$ cat config.mk
export PLATFORM = sky130hd
export DESIGN_NAME = oam_dma_controller
export DESIGN_NICKNAME = d
export VERILOG_FILES = /design/src/rtl/oam_dma_controller.sv
export SDC_FILE = /design/constraint.sdc
export NUM_CORES = 1
export LEC_CHECK = 0
export ABC_CLOCK_PERIOD_IN_PS = 3160
export CELL_PAD_IN_SITES_DETAIL_PLACEMENT = 1
export CELL_PAD_IN_SITES_GLOBAL_PLACEMENT = 1
export CORE_MARGIN = 2
export CORE_UTILIZATION = 30
export CTS_BUF_LIST = sky130_fd_sc_hd__clkbuf_8 sky130_fd_sc_hd__clkbuf_16
export DETAILED_ROUTE_END_ITERATION = 8
export PLACE_DENSITY = 0.92
export SLEW_MARGIN = 10
export SYNTH_ARGS = -nofsm -noshare
export SYNTH_HDL_FRONTEND = slang
export SYNTH_SLANG_ARGS = --single-unit
export TNS_END_PERCENT = 1
$ cat constraint.sdc
create_clock -name clk -period 3.16 [get_ports clk]
set_input_delay 0.632 -clock clk [delete_from_list [all_inputs] [get_ports clk]]
set_output_delay 0.632 -clock clk [all_outputs]
set_load 0.02 [all_outputs]
$ cat src/rtl/oam_dma_controller.sv
// OAM DMA sequencer: copies OAM_LEN bytes from a CPU-selected 256-byte page into
// OAM over the shared peripheral bus, one read/latch/write triple per byte.
module oam_dma_controller #(
  parameter int                   ADDR_SIZE = 16,
  parameter int                   DATA_SIZE = 8,
  parameter logic [ADDR_SIZE-1:0] DMA_REG   = 16'hFF46,
  parameter logic [ADDR_SIZE-1:0] OAM_LOC   = 16'hFE00,
  parameter int                   OAM_LEN   = 160
) (
  input  logic                 clk,
  input  logic                 reset,
  input  logic [ADDR_SIZE-1:0] cpu_addr,
  input  logic [DATA_SIZE-1:0] cpu_wdata,
  input  logic                 cpu_we,
  input  logic                 cpu_re,
  output logic [DATA_SIZE-1:0] cpu_rdata,
  output logic                 bus_req,
  input  logic                 bus_gnt,
  output logic [ADDR_SIZE-1:0] bus_addr,
  output logic [DATA_SIZE-1:0] bus_wdata,
  input  logic [DATA_SIZE-1:0] bus_rdata,
  output logic                 bus_rd,
  output logic                 bus_wr,
  output logic                 dma_active,
  output logic                 dma_done
);

  localparam logic [2:0] S_IDLE  = 3'd0;
  localparam logic [2:0] S_REQ   = 3'd1;
  localparam logic [2:0] S_RD    = 3'd2;
  localparam logic [2:0] S_LATCH = 3'd3;
  localparam logic [2:0] S_WR    = 3'd4;

  localparam logic [7:0] LAST_IDX = 8'(OAM_LEN - 1);

  logic [2:0]           state;
  logic [7:0]           src_page;
  logic [7:0]           idx;
  logic [DATA_SIZE-1:0] dbuf;
  logic                 start_wr;
  logic                 last_byte;

  assign start_wr   = cpu_we && (cpu_addr == DMA_REG);
  assign last_byte  = (idx == LAST_IDX);
  assign dma_active = (state != S_IDLE);
  assign bus_req    = dma_active;
  assign cpu_rdata  = (cpu_re && (cpu_addr == DMA_REG)) ? DATA_SIZE'(src_page) : '0;

  // Strobes only fire in a granted RD/WR cycle; address and data stay at zero otherwise.
  always_comb begin
    // NOTE: every output gets a default before the case so no path leaves it unassigned (no latch).
    bus_rd    = 1'b0;
    bus_wr    = 1'b0;
    bus_addr  = '0;
    bus_wdata = '0;
    case (state)
      S_RD: begin
        if (bus_gnt) begin
          bus_rd   = 1'b1;
          bus_addr = ADDR_SIZE'({src_page, idx});
        end
      end
      S_WR: begin
        if (bus_gnt) begin
          bus_wr    = 1'b1;
          bus_addr  = OAM_LOC + ADDR_SIZE'(idx);
          bus_wdata = dbuf;
        end
      end
      default: ;
    endcase
  end

  always_ff @(posedge clk) begin
    if (reset) begin
      state    <= S_IDLE;
      src_page <= '0;
      idx      <= '0;
      dbuf     <= '0;
      dma_done <= 1'b0;
    end else begin
      // NOTE: non-blocking assignments so every register samples pre-edge values.
      dma_done <= 1'b0;
      // A register write restarts from any state, abandoning the byte in flight.
      if (start_wr) begin
        src_page <= 8'(cpu_wdata);
        idx      <= '0;
        state    <= S_REQ;
      end else begin
        case (state)
          S_IDLE: ;
          S_REQ: begin
            if (bus_gnt) state <= S_RD;
          end
          S_RD: begin
            if (bus_gnt) state <= S_LATCH;
          end
          S_LATCH: begin
            dbuf  <= bus_rdata;
            state <= S_WR;
          end
          S_WR: begin
            if (bus_gnt) begin
              if (last_byte) begin
                state    <= S_IDLE;
                dma_done <= 1'b1;
              end else begin
                idx   <= idx + 8'd1;
                state <= S_RD;
              end
            end
          end
          default: state <= S_IDLE;
        endcase
      end
    end
  end

  a_strobe_exclusive: assert property (@(posedge clk) disable iff (reset) !(bus_rd && bus_wr));
  a_idx_in_range:     assert property (@(posedge clk) disable iff (reset) idx <= LAST_IDX);

endmodule

Yosys cells after proc, flatten, opt, wreduce, memory -nomap -nowiden:

Index checks and enable logic that the tools add are counted.

* bitwise logic cells: 5
* mux-type cells: 16
* add/sub/neg operators: 2
* reductions and logical operators: 10
* equality and inequality tests: 13

Operators with widths (number)
* $mux W16: 2
* $pmux W16 S2: 1
* $mux W8: 3
* $eq A16 B16 Y1 const B: 1
* $pmux W3 S5: 1
* $add A10 B9 Y11 const A: 1
* $mux W3: 3
* $ne A3 B3 Y1 const B: 3
* $add A8 B1 Y8 const B: 1
* $eq A8 B8 Y1 const B: 1
* $ne A2 B2 Y1 const B: 4
* $reduce_and A4 Y1: 2
* $eq A3 B2 Y1 const B: 2
* $mux W1: 5
* $not A1 Y1: 5
* $reduce_or A4 Y1: 1
* $eq A3 B1 Y1 const B: 1
* $eq A3 B3 Y1 const B: 1
* $logic_not A3 Y1: 1
* $reduce_and A3 Y1: 1
* $reduce_bool A3 Y1: 1
* $logic_and A1 B1 Y1: 2
* $mux W2: 1
* $reduce_and A2 Y1: 1
* $reduce_or A2 Y1: 1

* bits in registers: 28
* logic and storage cells: 52
* bits of input ports: 37
* output and inout bits: 37

Depth between registers and ports, before layout:

* depth after elaboration: 5
* mapped depth: 7
* mapped depth without buffers: 6

Least setup slack after synthesis:

Ideal clock, no wire load.

* path kind: input to output
* start point: in cpu_addr[0]
* end point: out cpu_rdata[0]
* required time: 2.528 ns
* path buffers: 1
* path slack: 0.332 ns
* arrival time: 2.196 ns
* stages on the path: 5
* path through: or4b_4 -> or4_4 -> buf_6 -> nor2_4 -> and2_1

* cells in the longest elaborated chain, start to end: 3

Ends and longest elaborated chain
* start, declared: RTL line 12 `input logic [ADDR_SIZE-1:0] cpu_addr,`
* $eq A16 B16 Y1: RTL line 47 `assign cpu_rdata = (cpu_re && (cpu_addr == DMA_REG)) ? DATA_SIZE'(src_page) : '0;`
* $logic_and A1 B1 Y1: RTL line 47
* $mux W8: RTL line 47
* end, declared: RTL line 16 `output logic [DATA_SIZE-1:0] cpu_rdata,`

Every way passes these cells.

Worst setup path after layout:

* start point: in cpu_addr[4]
* end point: out cpu_rdata[6]

The elaborated chain is that of the path after synthesis.

==> results.json <==
{
  "cp_slowest_cell": "or4b_4",
  "ys.warnings.count": 0,
  "yosysUniqueCellTypes": 41,
  "pre_cts_ws_ps": -597,
  "grt_overflow_total": 0,
  "netlist_instances": 226,
  "total_power_mw": 0.621,
  "use_met3": 0.0267,
  "maxCapViolations": 0,
  "syn-cell-area_mm2": 0.00177,
  "hold_end": "src_page[2]",
  "globalRouteMet2Util": 0.322,
  "syn_avg_cell_area_um2": 7.85,
  "synth_nets": 264,
  "p_leak_nw": 0.984,
  "powerDensity_mw_per_mm2": 232,
  "track_usage": 0.171,
  "hp-class": "register to register",
  "min_from": "src_page[2]",
  "ff2ff_path_depth": 8,
  "crit_buf_inv": 2,
  "cp-end-kind": "output pin",
  "clkTransAtPathRegs_ps": 90,
  "drc": 0,
  "ir_worst_vdd_mv": 0.155,
  "whs_path_depth": 2,
  "worst_r2r_startpoint": "state[2]",
  "outcome": "finished clean",
  "placementRows": 28,
  "drt_wl_total_um": 5590,
  "cp_cell_sequence": "dlygate4sd2_1 -> or4b_4 -> or4_4 -> nor2_4 -> and2_1 -> buf_4",
  "dp_hpwl_um": 4300,
  "ios": 74,
  "area_growth_syn_to_layout_pct": 51.1,
  "insertion_delay_ps": 270,
  "grt_antenna_before_repair": 0,
  "worst_clock_skew_ps": 3.39,
  "drtAntennaViolNets": 0,
  "ys.flop_type": "dfxtp_1",
  "dieArea_mm2": 0.00654,
  "min_period_ps": 3080,
  "async_flop_share": 0,
  "h-tree-depth": 1,
  "grt_pass1_vias": 1967,
  "relSlewSlack": 0.541,
  "vias_per_cell": 5.14,
  "cts_tree": "done",
  "detail_route.iter0.violations": 50,
  "holdBufCountCts": 0,
  "regToRegEndpoint": "idx[4]",
  "use_met1": 0.205,
  "clock-sinks": 28,
  "path_class": "input port to output pin",
  "antennaDiodeCount": 0,
  "arrival_ps": 2450,
  "vias": 1924,
  "critPathMaxStageDelay_ps": 540,
  "crit_fanout": 8,
  "place_area_mm2": 0.00261,
  "period_share": 0.976,
  "reg2reg_slack_ps": 1170,
  "worst_slew_pin_slew_ps": 686,
  "crit_family": "simple AND/OR/NAND/NOR gates",
  "die_w_um": 80.9,
  "clock-root-buffer": "clkbuf_8",
  "yosysSeqAreaShare": 0.316,
  "drive_above_1_share": 0.144,
  "wire_per_inst_um": 15.0,
  "final_util": 0.461,
  "numPortBuffers": 73,
  "design_area_mm2": 0.00268,
  "cts_max_path_buffers": 2,
  "top_usage_layer": "met2",
  "startpoint_type": "input port",
  "hold_violations": 0,
  "first_pass_iters": 4,
  "initial_core_util": 0.305,
  "fill_cells": 717,
  "gp_congestion": 0.775,
  "synth_edf_count": 0,
  "ys_seq_elements": 28,
  "fmax_ghz": 0.324,
  "rsz0062_at_grt": "false",
  "cts_buffers": 3,
  "fin_nets": 339,
  "worst_slack_ps": 76.6,
  "drv_slew": 0,
  "setup_viol": 0,
  "die_y_um": 80.9,
  "worstPathRequired_ps": 2530,
  "grt_max_degree": 27,
  "fin_cells": 374,
  "coreArea_mm2": 0.00582,
  "dp.cells": 370,
  "grt_pass1_wl_um": 9080
}
cells in the mapped netlist (all sizes together), types with 2 or more instances:
cell     count  share of area
o2111ai      2         0.0099
nand4        5          0.018
or2          2         0.0071
and3         2         0.0071
nor3         2          0.015
nand3b       3          0.013
nor3b       10          0.042
nor4         9          0.035
inv         11          0.023
o21ai       13          0.043
clkbuf      11          0.023
or4b         2          0.013
clkinv       3         0.0063
mux2i        9          0.051
nand3       10          0.028
a32oi        8          0.039
dfxtp       28           0.32
nand4bb      2          0.013
nand2       25          0.053
buf          5          0.023
a21oi       14          0.039
nor2        16          0.038
or3          2         0.0071
xor2         5          0.025
and2        18          0.063
per-layer routing:
layer | vias to the layer above | share of wire
li1 | 946 | -
met1 | 931 | 0.43
met2 | 47 | 0.54
met3 | 0 | 0.036
met4 | 0 | 0
met5 | - | 0
layout by cell type (no fill, tap or decap), types with 2 or more instances in the layout:
master	instances
buf_6	7
nor2_1	15
o21ai_0	12
or2_2	2
clkbuf_8	3
and2_1	11
o2111ai_1	2
dlygate4sd2_1	4
dlymetal6s2s_1	2
or3_1	2
a21oi_1	14
nand4_1	5
nand3b_1	3
mux2i_1	9
and3_1	2
inv_1	11
and2_4	7
nand2_1	25
nand4bb_1	2
clkinv_1	3
nand3_1	10
a32oi_1	8
nor3b_1	10
nor4_1	8
buf_4	14
dfxtp_1	28
clkdlybuf4s50_1	59
xor2_1	5
final cells by class:
cell class	count	area [um^2]	area share
clock buffer	3	41.3	0.0154
sequential	28	561	0.209
inverter	14	52.6	0.0196
tap	75	93.8	0.0350
multi-input combinational	168	1100	0.409
timing repair buffer	86	835	0.311
state kept, by name, indices dropped and copies added (netlist names):
name and flops:
src_page 8, state 3, idx 8, dbuf 8
dma_done 1
worst max-delay path by stage:
stage                           start      endpoint  depth (start not counted)
after floorplan           cpu_addr[0]  cpu_rdata[0]                          5
after global placement    cpu_addr[0]  cpu_rdata[2]                          6
after detailed placement  cpu_addr[0]  cpu_rdata[7]                          6
after CTS                     bus_gnt  bus_addr[11]                          6
after global routing      cpu_addr[4]  cpu_rdata[6]                          6
final                     cpu_addr[4]  cpu_rdata[6]                          6
worst min-delay path: stages (launching register included):
cell	delay [ps]
dfxtp_1	340
o21ai_0	70
a21oi_1	60
power by group:
| part | switching, mW | leakage, nW | internal [mW] |
|---|---|---|---|
| Sequential | 0.00000121 | 0.225 | 0.353 |
| Clock | 0.108 | 0.0216 | 0.0855 |
| Combinational | 0.0298 | 0.737 | 0.0456 |
| Total | 0.137 | 0.984 | 0.484 |
cell families (layout without fill, tap and decap cells):
kind of cell,after synthesis,in the layout,synth area share
compound gates,38,38,0.136
xor+xnor,6,6,0.0296
fa+ha+maj,1,1,0.00705
buf+inv,30,103,0.0755
flops,28,28,0.316
mux,9,9,0.0508
simple gates,114,114,0.385
timing repair:
action,CTS,global route
buffers inserted,1,0
gates resized for setup,58,2
endpoints found under the setup margin,8,8
pin swaps,9,0
metrics by stage:
step,hold WS [ps],setup TNS [ps]
floorplan,453,0
global placement,480,-4160
detailed placement,490,-4620
CTS,510,0
global route,540,0
finish,512,0
Power figures use the tool's default switching activity.
